$ cat config.mk
export PLATFORM = sky130hd
export DESIGN_NAME = uart_byte_buffer
export DESIGN_NICKNAME = d
export VERILOG_FILES = /design/src/rtl/uart_byte_buffer.sv
export SDC_FILE = /design/constraint.sdc
export NUM_CORES = 1
export LEC_CHECK = 0
export CORE_ASPECT_RATIO = 0.5
export CORE_MARGIN = 3
export CORE_UTILIZATION = 29
export DETAILED_ROUTE_END_ITERATION = 16
export PLACE_DENSITY_LB_ADDON = 0.25
export RECOVER_POWER = 100
export SLEW_MARGIN = 20
export SYNTH_ARGS = -nofsm -noshare
export SYNTH_HDL_FRONTEND = slang
export SYNTH_SLANG_ARGS = --single-unit
$ cat constraint.sdc
create_clock -name clk -period 2.9 [get_ports clk]
set_input_delay 0.435 -clock clk [delete_from_list [all_inputs] [get_ports clk]]
set_output_delay 0.435 -clock clk [all_outputs]
set_load 0.01 [all_outputs]
$ cat src/rtl/uart_byte_buffer.sv
// UART byte buffer: packs LSB-first receiver bits into bytes and queues
// them in a first-word-fall-through FIFO with overflow and timeout flags.
module uart_byte_buffer #(
    parameter int CLK_FREQ   = 100_000_000,
    parameter int BAUD_RATE  = 115_200,
    parameter int FIFO_DEPTH = 16
) (
    input  logic                        clk,
    input  logic                        rst,
    input  logic                        bit_i,
    input  logic                        is_new,
    output logic [7:0]                  out_data,
    output logic                        out_valid,
    input  logic                        out_ready,
    output logic [$clog2(FIFO_DEPTH):0] level,
    output logic                        overflow,
    input  logic                        ovf_clr,
    output logic                        frame_err
);
    localparam int TIMEOUT = 3 * (CLK_FREQ / BAUD_RATE);
    localparam int TW = (TIMEOUT < 1) ? 1 : $clog2(TIMEOUT + 1);
    localparam int AW = $clog2(FIFO_DEPTH);
    localparam int LW = AW + 1;
    localparam logic [TW-1:0] TMO = TW'(TIMEOUT);
    localparam logic [LW-1:0] FULL_LVL = LW'(FIFO_DEPTH);
    localparam logic [2:0] S_IDLE = 3'd0;
    localparam logic [2:0] S_LAST = 3'd7;

    logic [2:0]    bit_cnt_q, bit_cnt_d;
    logic [7:0]    shift_q, shift_d;
    logic [TW-1:0] idle_q, idle_d;
    logic [AW-1:0] wptr_q, wptr_d;
    logic [AW-1:0] rptr_q, rptr_d;
    logic [LW-1:0] level_q, level_d;
    logic          ovf_q, ovf_d;
    logic [7:0]    mem [FIFO_DEPTH];

    logic       in_asm;
    logic       push;
    logic       timeout;
    logic [7:0] push_data;
    logic       pop;
    logic       full;
    logic       accept;
    logic       drop;

    assign in_asm    = (bit_cnt_q != S_IDLE);
    assign push_data = {bit_i, shift_q[7:1]};

    always_comb begin
        bit_cnt_d = bit_cnt_q;
        shift_d   = shift_q;
        idle_d    = idle_q;
        push      = 1'b0;
        timeout   = 1'b0;
        if (is_new) begin
            bit_cnt_d = bit_cnt_q + 3'd1;
            shift_d   = push_data;
            idle_d    = '0;
            if (bit_cnt_q == S_LAST) begin
                push    = 1'b1;
                shift_d = '0;
            end
        end else if (in_asm) begin
            // a stalled partial byte is abandoned once the gap reaches TIMEOUT
            if (idle_q == TMO) begin
                timeout   = 1'b1;
                bit_cnt_d = S_IDLE;
                shift_d   = '0;
                idle_d    = '0;
            end else begin
                idle_d = idle_q + TW'(1);
            end
        end else begin
            idle_d = '0;
        end
    end

    assign out_valid = (level_q != '0);
    assign pop       = out_valid && out_ready;
    assign full      = (level_q == FULL_LVL);
    assign accept    = push && (!full || pop);
    assign drop      = push && !accept;

    always_comb begin
        wptr_d  = wptr_q;
        rptr_d  = rptr_q;
        level_d = level_q;
        ovf_d   = ovf_q;
        if (accept) wptr_d = wptr_q + AW'(1);
        if (pop)    rptr_d = rptr_q + AW'(1);
        if (accept && !pop)      level_d = level_q + LW'(1);
        else if (pop && !accept) level_d = level_q - LW'(1);
        if (drop)         ovf_d = 1'b1;
        else if (ovf_clr) ovf_d = 1'b0;
    end

    always_ff @(posedge clk or negedge rst) begin
        if (!rst) begin
            bit_cnt_q <= S_IDLE;
            shift_q   <= '0;
            idle_q    <= '0;
            wptr_q    <= '0;
            rptr_q    <= '0;
            level_q   <= '0;
            ovf_q     <= 1'b0;
        end else begin
            bit_cnt_q <= bit_cnt_d;
            shift_q   <= shift_d;
            idle_q    <= idle_d;
            wptr_q    <= wptr_d;
            rptr_q    <= rptr_d;
            level_q   <= level_d;
            ovf_q     <= ovf_d;
        end
    end

    // storage needs no reset; out_data is gated by out_valid
    always_ff @(posedge clk) begin
        if (accept) mem[wptr_q] <= push_data;
    end

    assign out_data  = out_valid ? mem[rptr_q] : 8'h00;
    assign level     = level_q;
    assign overflow  = ovf_q;
    assign frame_err = timeout;
endmodule

==> results.py <==
metrics = {
    "setup_path": {
        "cp_common_cell": "buf_12",
        "critPathLaunchType": "flop",
        "worst-path-buf-inv": 3,
        "critPathKind": "reg2out",
        "endpoint_kind": "primary output",
        "slowest_delay_ns": 0.50,
        "cp_slowest_cell": "mux4_2",
        "cp_max_fo": 8,
        "worst_ep_required_time_ns": 2.47,
        "crit_arrival_ns": 2.37,
        "path_cells": "buf_12 -> buf_12 -> mux4_2 -> mux2_4 -> o21ai_4 -> a21oi_1 -> clkdlybuf4s15_1",
        "critical-path-top-delay-family": "multiplexers",
    },
    "status": {
        "violations": "capacitance limit, slew limit",
        "outcome": "finished with violations",
    },
    "floorplanning": {
        "rows": 39,
        "dieWidth_um": 225,
        "die_area_sq_mm": 0.0260,
        "io_pins": 22,
        "core_sq_mm": 0.0232,
        "die_y_um": 115,
        "initial_core_util": 0.300,
    },
    "timing": {
        "tightest_slew_ns": 2.14,
        "setup_viol": 0,
        "fin_crit_ns": 2.81,
        "rsz0062_at_grt": "false",
        "fmax_mhz": 356,
        "fin_skew_ns": 0.0104,
        "finalSetupTns_ns": 0,
        "maxSlewViolCount": 37,
        "max_slew_margin": -0.427,
        "hold_violations": 0,
        "period_share": 0.968,
        "setup_slack_ns": 0.0941,
    },
    "logic_synthesis": {
        "synth_area_leaders": "edfxtp_1 (55%), dfrtp_1 (13%), mux4_2 (6.5%)",
        "avgSynthCellArea_sq_um": 17.4,
        "yosys.area_share.simple": 0.0691,
        "synth_fa_ha_area_frac": 0.0299,
        "ys.flop_type": "edfxtp_1",
        "synth_top_family_by_area": "multiplexers",
        "ys_types": 47,
        "synth_cells": 400,
        "yosysSeqAreaShare": 0.683,
        "synth-seq-cells": 164,
        "syn-cell-area_sq_mm": 0.00695,
        "synth_nets": 422,
        "synth_edf_count": 128,
        "synth_xor_xnor_area_share": 0.0239,
        "synthArstFlopShare": 0.220,
        "synthMuxAreaShare": 0.138,
        "synth_top_area_frac": 0.553,
        "ys_warn_count": 0,
        "synth_top_cell_by_area": "edfxtp_1",
        "synth-compound-area-share": 0.0324,
    },
    "final_layout": {
        "num-nets-final": 476,
        "area_delta_synth_final_pct": 19.7,
        "final_common_cell": "edfxtp_1",
        "nFillCells": 2168,
        "drive_gt1_frac": 0.206,
        "finalInstanceArea_sq_mm": 0.00832,
        "layout.cells.non_filler": 774,
        "antenna_cells": 0,
        "mostFrequentLayoutCells": "edfxtp_1 (128), dfrtp_1 (35), mux4_2 (22), clkbuf_16 (17)",
    },
    "min_path": {
        "min_path_type": "reg2reg",
    },
    "place": {
        "portBuffers": 21,
        "placed_cell_area_sq_mm": 0.00770,
        "dpl_worst_slack_ns": 0.0880,
        "dp_cells": 734,
        "dpl.hpwl_um": 9010,
        "routabilityCongestion": 0.714,
    },
    "pwr": {
        "pwr-share-comb": 0.304,
        "ir_drop_uv": 426,
        "p_leak_nw": 2.92,
        "seq_power_share": 0.403,
        "p_switching_mw": 2.40,
        "power_frac_clock": 0.293,
        "switching_share": 0.314,
        "p_int_mw": 5.26,
        "power_density_mw_per_mm2": 921,
    },
    "grt": {
        "overflow": 0,
        "grt_use_total": 0.118,
        "antenna_found_initial": 0,
        "grt_max_degree": 37,
        "grt_pass1_wl_um": 22900,
        "grt_pass1_vias": 3824,
    },
    "routing": {
        "routed_wl_um": 14400,
        "vias": 3675,
        "drcViolationCount": 0,
        "drtAntennaViolNets": 0,
        "viasPerCell": 4.75,
        "wire_per_inst_um": 18.6,
        "drt-initial-drc-count": 270,
        "first_pass_iters": 7,
    },
    "cts": {
        "numCtsBuffers": 17,
        "htreeDepth": 4,
        "worstSkewPairLatency_ns": 0.42,
        "clock_path_buffers": 2,
        "cts_tree": "built",
        "cts-root-buf": "clkbuf_16",
        "hold_buffers": 0,
        "clk_pin_slew_worst_paths_ns": 0.07,
        "clkSinkCount": 164,
    },
    "job": {
        "cap_viol_max_count": 1,
    },
}
kinds of logic after synthesis:
logic type / Yosys count
DFF: 164
and+or+nand+nor: 81
muxes: 50
AOI/OAI and AO/OA: 36
buffers and inverters: 34
xor gates and xnor gates: 19
adders and majority gates: 16
metal layers:
metal	up-vias	global-route usage	share of wire
met2	75	0.182	0.45
met4	0	0.0347	0.010
li1	1689	-	-
met1	1899	0.172	0.50
met5	-	0	0
met3	12	0.0235	0.040
Yosys cell counts (9+ instances only):
| cell | instances |
|---|---|
| inv_1 | 13 |
| xnor2_1 | 12 |
| a21oi_1 | 9 |
| ha_1 | 15 |
| nand3_1 | 11 |
| nand2_1 | 13 |
| nor2_1 | 13 |
| mux4_2 | 20 |
| dfrtp_1 | 36 |
| edfxtp_1 | 128 |
| mux4_1 | 12 |
| mux2_2 | 9 |
| o21ai_0 | 13 |
final cells by class:
type	count	area [sq um]	area share
well taps	307	384	0.0462
flip-flops and latches	164	4750	0.571
clock buffers	18	429	0.0516
multi-input cells	202	2060	0.248
repair buffers	56	480	0.0578
clock inverters	14	166	0.0200
inverters	13	48.8	0.00587
timing repair:
action | 4_1_cts | 5_1_grt
buffers inserted | 4 | 3
endpoints found under the setup margin | 9 | 8
gates cloned | 1 | 0
gates resized for setup | 24 | 14
metrics by stage:
| step | total power [mW] | utilization | hold WS [ns] |
|---|---|---|---|
| after CTS | 7.73 | 0.361 | 0.167 |
| after floorplan | 4.45 | - | 0.139 |
| final | 7.66 | 0.359 | 0.531 |
| after global routing | 8.08 | 0.359 | 0.549 |
| after detailed placement | 5.40 | 0.332 | 0.522 |
| after global placement | 5.39 | 0.332 | 0.517 |
worst paths after layout:
kind                       slack [ns]  cells after the start      endpoint    startpoint
max in group asynchronous        0.87                      1     rptr_q[1]           rst
min in group asynchronous        0.63                      1    shift_q[7]           rst
setup reg to reg                 0.28                      8     mem[9][1]  bit_cnt_q[0]
hold reg to reg                  0.53                      1  bit_cnt_q[1]  bit_cnt_q[1]
setup / recovery                 0.09                      7   out_data[6]     rptr_q[1]
hold / removal                   0.53                      1  bit_cnt_q[1]  bit_cnt_q[1]
worst register-to-register path, delay by kind of cell (launching register included):
family	cells	cell delay, ns
buf+inv	3	1.00
simple gates	3	0.52
flops	1	0.39
fa+ha+maj	2	0.35
power groups by stage:
stage | sequential, mW | clock [mW] | combinational [mW]
after detailed placement | 3.13 | 0 | 2.27
after global routing | 3.12 | 2.40 | 2.56
after CTS | 3.09 | 2.30 | 2.35
after global placement | 3.12 | 0 | 2.28
final | 3.09 | 2.25 | 2.33
after floorplan | 2.97 | 0 | 1.47
registers in the layout, indices dropped and copies added (netlist names):
signal,cells
bit_cnt_q,3
idle_q,12
level,5
mem,128
overflow,1
rptr_q,4
shift_q,7
wptr_q,4
Note: power is estimated with default switching activity, not from simulation.
